`config.mk`:
```
export PLATFORM = sky130hd
export DESIGN_NAME = timer_capture
export DESIGN_NICKNAME = d
export VERILOG_FILES = /design/src/rtl/timer_capture.sv
export SDC_FILE = /design/constraint.sdc
export NUM_CORES = 1
export LEC_CHECK = 0
export CAP_MARGIN = 40
export CORE_ASPECT_RATIO = 0.5
export CORE_MARGIN = 2
export CORE_UTILIZATION = 52
export CTS_BUF_LIST = sky130_fd_sc_hd__clkbuf_4 sky130_fd_sc_hd__clkbuf_8
export CTS_CLUSTER_DIAMETER = 150
export DETAILED_ROUTE_END_ITERATION = 8
export GPL_TIMING_DRIVEN = 0
export PLACE_DENSITY = 0.78
export SLEW_MARGIN = 20
export SYNTH_ARGS = -nofsm -noshare
export SYNTH_HDL_FRONTEND = slang
export SYNTH_SLANG_ARGS = --single-unit
export TNS_END_PERCENT = 1
```
`constraint.sdc`:
```
create_clock -name clk -period 2 [get_ports clk]
set_input_delay 0.2 -clock clk [delete_from_list [all_inputs] [get_ports clk]]
set_output_delay 0.2 -clock clk [all_outputs]
set_load 0.02 [all_outputs]
```
`src/rtl/timer_capture.sv`:
```
// Input-capture peripheral: times intervals between selected cap_in edges in prescaled ticks.
// Optional glitch filter enabled by defining TIMER_CAPTURE_FILTER_EN.
module timer_capture #(
    parameter int WIDTH      = 16,
    parameter int PRESCALE   = 1,
    parameter int FILTER_LEN = 4
) (
    input  logic             clk,
    input  logic             reset,
    input  logic             enable,
    input  logic [1:0]       edge_sel,
    input  logic             cap_in,
    output logic [WIDTH-1:0] cap_data,
    output logic             cap_ovf,
    output logic             cap_valid,
    input  logic             cap_ready,
    output logic             overrun,
    input  logic             overrun_clr
);

    localparam int PC_W = (PRESCALE > 1) ? $clog2(PRESCALE) : 1;
    localparam logic [PC_W-1:0]  PC_LAST = PC_W'(PRESCALE - 1);
    localparam logic [WIDTH-1:0] CNT_MAX = {WIDTH{1'b1}};

    typedef enum logic [1:0] {
        ST_IDLE    = 2'd0,
        ST_ARMED   = 2'd1,
        ST_MEASURE = 2'd2
    } state_t;

    state_t            state_r;
    logic              sync1_r;
    logic              sync2_r;
    logic              lvl_s;
    logic              prev_r;
    logic              en_prev_r;
    logic [1:0]        mode_r;
    logic [WIDTH-1:0]  cnt_r;
    logic [PC_W-1:0]   pc_r;
    logic              rise_s;
    logic              fall_s;
    logic              start_s;
    logic              stop_s;
    logic              pc_wrap_s;
    logic              cap_evt_s;
    logic              cap_sat_s;
    logic [WIDTH-1:0]  cap_val_s;

    // Two-flop synchronizer plus the previous-level register used for edge detection
    always_ff @(posedge clk or posedge reset) begin
        if (reset) begin
            sync1_r <= 1'b0;
            sync2_r <= 1'b0;
            prev_r  <= 1'b0;
        end else begin
            sync1_r <= cap_in;
            sync2_r <= sync1_r;
            prev_r  <= lvl_s;
        end
    end

`ifdef TIMER_CAPTURE_FILTER_EN
    localparam int FC_W = $clog2(FILTER_LEN);
    logic             filt_r;
    logic [FC_W-1:0]  fcnt_r;

    // Glitch filter: follow the synchronized level only after FILTER_LEN differing samples in a row
    always_ff @(posedge clk or posedge reset) begin
        if (reset) begin
            filt_r <= 1'b0;
            fcnt_r <= {FC_W{1'b0}};
        end else if (sync2_r == filt_r) begin
            fcnt_r <= {FC_W{1'b0}};
        end else if (fcnt_r == FC_W'(FILTER_LEN - 1)) begin
            filt_r <= sync2_r;
            fcnt_r <= {FC_W{1'b0}};
        end else begin
            fcnt_r <= fcnt_r + FC_W'(1);
        end
    end

    assign lvl_s = filt_r;
`else
    assign lvl_s = sync2_r;
`endif

    // Edge decode, start/stop selection and the value a capture would report this cycle
    always_comb begin
        rise_s    = lvl_s & ~prev_r;
        fall_s    = ~lvl_s & prev_r;
        pc_wrap_s = (pc_r == PC_LAST);
        start_s   = 1'b0;
        stop_s    = 1'b0;
        case (mode_r)
            2'b00: begin start_s = rise_s; stop_s = rise_s; end
            2'b01: begin start_s = fall_s; stop_s = fall_s; end
            2'b10: begin start_s = rise_s; stop_s = fall_s; end
            2'b11: begin start_s = fall_s; stop_s = rise_s; end
            default: begin start_s = 1'b0; stop_s = 1'b0; end
        endcase
        cap_evt_s = enable & (state_r == ST_MEASURE) & stop_s;
        if (cnt_r == CNT_MAX) begin
            cap_sat_s = 1'b1;
            cap_val_s = CNT_MAX;
        end else begin
            cap_sat_s = 1'b0;
            cap_val_s = cnt_r + {{(WIDTH-1){1'b0}}, pc_wrap_s};
        end
    end

    // Measurement FSM with prescaler and saturating tick counter
    always_ff @(posedge clk or posedge reset) begin
        if (reset) begin
            state_r   <= ST_IDLE;
            cnt_r     <= {WIDTH{1'b0}};
            pc_r      <= {PC_W{1'b0}};
            mode_r    <= 2'b00;
            en_prev_r <= 1'b0;
        end else begin
            en_prev_r <= enable;
            if (enable && !en_prev_r) begin
                mode_r <= edge_sel;
            end
            if (!enable) begin
                state_r <= ST_IDLE;
                cnt_r   <= {WIDTH{1'b0}};
                pc_r    <= {PC_W{1'b0}};
            end else begin
                case (state_r)
                    ST_IDLE: state_r <= ST_ARMED;
                    ST_ARMED: begin
                        if (start_s) begin
                            state_r <= ST_MEASURE;
                            cnt_r   <= {WIDTH{1'b0}};
                            pc_r    <= {PC_W{1'b0}};
                        end
                    end
                    ST_MEASURE: begin
                        if (stop_s) begin
                            // period modes re-use the stop edge as the next start edge
                            cnt_r <= {WIDTH{1'b0}};
                            pc_r  <= {PC_W{1'b0}};
                            if (mode_r[1]) begin
                                state_r <= ST_ARMED;
                            end
                        end else if (pc_wrap_s) begin
                            pc_r <= {PC_W{1'b0}};
                            if (cnt_r != CNT_MAX) begin
                                cnt_r <= cnt_r + WIDTH'(1);
                            end
                        end else begin
                            pc_r <= pc_r + PC_W'(1);
                        end
                    end
                    default: state_r <= ST_IDLE;
                endcase
            end
        end
    end

    // Result holding register, valid/ready handshake and sticky overrun flag
    always_ff @(posedge clk or posedge reset) begin
        if (reset) begin
            cap_data  <= {WIDTH{1'b0}};
            cap_ovf   <= 1'b0;
            cap_valid <= 1'b0;
            overrun   <= 1'b0;
        end else begin
            if (cap_evt_s && cap_valid && !cap_ready) begin
                overrun <= 1'b1;
            end else if (overrun_clr) begin
                overrun <= 1'b0;
            end
            if (cap_evt_s && !(cap_valid && !cap_ready)) begin
                cap_data  <= cap_val_s;
                cap_ovf   <= cap_sat_s;
                cap_valid <= 1'b1;
            end else if (cap_valid && cap_ready) begin
                cap_valid <= 1'b0;
            end
        end
    end

endmodule

```
==> results.py <==
metrics = {
    "layout": {
        "area.growth.synth_to_final_pct": 26.51,
        "fillers": 313,
        "drive_gt1_frac": 0.1992,
        "nNetsFinal": 266,
        "diodes": 0,
    },
    "outcome": {
        "outcome": "finished clean",
    },
    "cts": {
        "numCtsBuffers": 5,
        "clkTransAtPathRegs_ns": 0.08,
        "numClockSinks": 43,
        "root_buffer": "clkbuf_8",
        "h-tree-depth": 2,
        "cts_tree": "built",
        "clk_latency_ns": 0.29,
        "cts_buffer_depth": 2,
    },
    "pwr": {
        "p_per_area_mw_per_mm2": 799.4,
        "total_power_mw": 2.195,
        "p_clk_frac": 0.258,
        "p_switching_mw": 0.6504,
        "vdd_drop_max_uv": 383.6,
        "p_leak_nw": 1.154,
        "power_frac_comb": 0.266,
        "seqPwrFrac": 0.477,
        "power.switching_fraction": 0.2963,
        "intPower_mw": 1.545,
    },
    "floorplan": {
        "die_w_um": 95.38,
        "core_mm2": 0.003944,
        "start_util": 0.5504,
        "rows": 16,
        "ios": 27,
        "die-area_mm2": 0.004739,
        "chipHeight_um": 49.69,
    },
    "placement": {
        "post-place-ws_ns": -0.1329,
        "dp_hpwl_mm": 3.229,
        "globalplace.congestion": 0.9094,
        "portBuffers": 26,
    },
    "grt": {
        "antenna_found_initial": 0,
        "grt_pass1_wl_mm": 7.817,
        "grt_pass1_vias": 1706,
        "grt_overflow": 0,
        "grt_max_degree": 34,
        "track_usage": 0.2160,
    },
    "logic_synthesis": {
        "synth_common_cells": "dfrtp_1 (43), a21oi_1 (25), nand2_1 (17), nor2_1 (17), o21ai_0 (12)",
        "seq_area_frac_synth": 0.4957,
        "synth.largest_area_cell": "dfrtp_1",
        "synth_edf_count": 0,
        "avgSynthCellArea_um2": 9.867,
        "yosys_register_bits": 43,
        "synth_area_leaders": "dfrtp_1 (50%), a21oi_1 (5.8%), nand2_1 (2.9%)",
        "yosysMostFrequentCell": "dfrtp_1",
        "synthFlopType": "dfrtp_1",
        "synth.net_count": 231,
        "synth_async_sr_flop_share": 1.000,
        "syn-cell-area_mm2": 0.002171,
        "synthCells": 220,
        "synth_top_area_share": 0.4957,
        "ys.warnings.count": 0,
        "synth_cell_types": 50,
    },
    "route": {
        "via_per_inst": 5.661,
        "detail-route-antenna-nets": 0,
        "wl_mm": 4.629,
        "route.detailed.drc": 0,
        "first_pass_iters": 4,
        "drt_iter0_drc": 53,
        "wl_met1_mm": 2.231,
        "route.met2.wl_mm": 2.147,
        "via_count": 1755,
        "wl_per_cell_um": 14.93,
        "dr.max_layer_used": "met4",
        "met3_wirelength_um": 164,
    },
    "setup_path": {
        "cp-start-kind": "flop",
        "worstReg2RegStart": "mode_r[1]$_DFFE_PP0P_",
        "cp.arrival_ns": 2.17,
        "worstSetupPathType": "reg2reg",
        "startpoint": "mode_r[1]$_DFFE_PP0P_",
        "cp.required_ns": 2.18,
        "path_max_fanout": 5,
        "critPathCaptureType": "flop",
        "reg2reg_slack_ns": 0.009,
    },
    "timing": {
        "fmax_ghz": 0.5022,
        "maxSlewViolCount": 0,
        "timing.final.crit_share": 0.9957,
        "tightest_slew_ns": 0.5275,
        "fin_ws_ns": 0.008640,
        "fin_skew_ns": 0.006724,
        "setup_viol": 0,
        "min_period_ns": 1.991,
        "rsz0062_at_grt": "yes",
        "final_hold_viol_count": 0,
        "maxSlewHeadroom": 0.6447,
    },
    "min_path": {
        "hold_path.class": "in2async",
    },
    "flow_run": {
        "max_cap_violations": 0,
    },
}
==> registers in the layout, summed over array words and instances, names as in the netlist <==
register,count
cap_ovf,1
state_r,2
lvl_s,1
mode_r,2
overrun,1
en_prev_r,1
cap_valid,1
cnt_r,16
sync1_r,1
prev_r,1
cap_data,16
==> critical path, cell delays in order, from the launching register on <==
cell     delay [ns]
dfrtp_1        0.41
buf_6          0.13
ha_4           0.14
or4b_4         0.53
o21ai_4        0.11
a31o_4         0.21
o21ai_4        0.09
mux2_4         0.27
==> cells in the final DEF (no fill, tap or decap), types with 2 or more instances in the layout <==
| master | n |
|---|---|
| nor2_1 | 17 |
| buf_6 | 3 |
| nand2_1 | 16 |
| or3_1 | 2 |
| buf_2 | 7 |
| a21oi_1 | 25 |
| o21ai_0 | 7 |
| nand4_1 | 7 |
| nand2_2 | 2 |
| o22ai_1 | 2 |
| a31oi_1 | 2 |
| a41oi_1 | 2 |
| nand3_1 | 6 |
| and4_1 | 3 |
| buf_4 | 6 |
| o2bb2ai_1 | 3 |
| o21ai_4 | 2 |
| inv_2 | 2 |
| and2_4 | 2 |
| and3_1 | 4 |
| inv_1 | 4 |
| ha_4 | 3 |
| xnor2_1 | 7 |
| o31ai_1 | 3 |
| dfrtp_1 | 43 |
| o21ai_1 | 6 |
| clkbuf_4 | 2 |
| a31o_2 | 2 |
| clkbuf_8 | 5 |
| xor2_1 | 4 |
| clkdlybuf4s50_1 | 26 |
| nand2b_1 | 2 |
| nor2b_1 | 2 |
==> final timing paths <==
path	to	depth (start not counted)
setup reg to reg	cnt_r[0]$_DFFE_PP0P_	7
min in group clk	sync1_r$_DFF_PP0_	1
max in group asynchronous	cnt_r[8]$_DFFE_PP0P_	3
hold reg to reg	lvl_s$_DFF_PP0_	0
setup / recovery	cnt_r[0]$_DFFE_PP0P_	7
hold / removal	mode_r[0]$_DFFE_PP0P_	2
==> stage by stage <==
step                hold slack [ns]  setup TNS [ns]  std cells  utilization  cell area (µm²)
floorplan                    0.2314               0        220            -             2171
CTS                          0.1551        -0.04304        312       0.6767             2669
finish                       0.1489               0        310       0.6964             2746
detailed placement           0.3371          -1.569        301       0.6386             2519
global route                 0.1887        -0.07433        310       0.6964             2746
global placement             0.3346          -2.802        300       0.6336             2499
==> final cells by class <==
cell class | count | area [µm²] | share of cell area
plain buffers | 12 | 80.08 | 0.02916
clock buffers | 7 | 83.83 | 0.03052
clock inverters | 1 | 5.005 | 0.001822
inverters | 6 | 22.52 | 0.008200
multi-input cells | 156 | 1097 | 0.3995
flip-flops and latches | 43 | 1076 | 0.3918
well taps | 54 | 67.56 | 0.02460
repair buffers | 31 | 314.1 | 0.1144
==> routing by layer <==
layer / vias up / GRT usage
li1: 859 / -
met2: 33 / 0.3521
met1: 854 / 0.2897
met3: 9 / 0.04587
met4: 0 / 0.07143
met5: - / 0
==> power by group through the flow <==
stage               logic, mW  registers [mW]  clock network (mW)
CTS                     0.567            1.04               0.574
global placement        0.531            1.06                   0
detailed placement      0.547            1.06                   0
global route            0.636            1.07               0.617
finish                  0.583            1.05               0.566
floorplan               0.161            1.18                   0
==> cells by family (layout without fill, tap and decap cells) <==
| logic type | after synthesis | in the layout | synth area share |
|---|---|---|---|
| compound gates | 63 | 63 | 0.1816 |
| xor+xnor | 11 | 11 | 0.04438 |
| fa+ha+maj | 3 | 3 | 0.01729 |
| buf+inv | 21 | 57 | 0.05071 |
| flops | 43 | 43 | 0.4957 |
| mux | 3 | 3 | 0.01499 |
| simple gates | 76 | 76 | 0.1954 |
==> timing repair <==
| action | in CTS | in global routing |
|---|---|---|
| hold buffers | 0 | 0 |
| pin swaps | 4 | 5 |
| setup endpoints to repair | 24 | 26 |
| buffers inserted | 3 | 1 |
| cloned | 0 | 0 |
| resized for setup | 8 | 27 |
(Power assumes the default switching activity.)
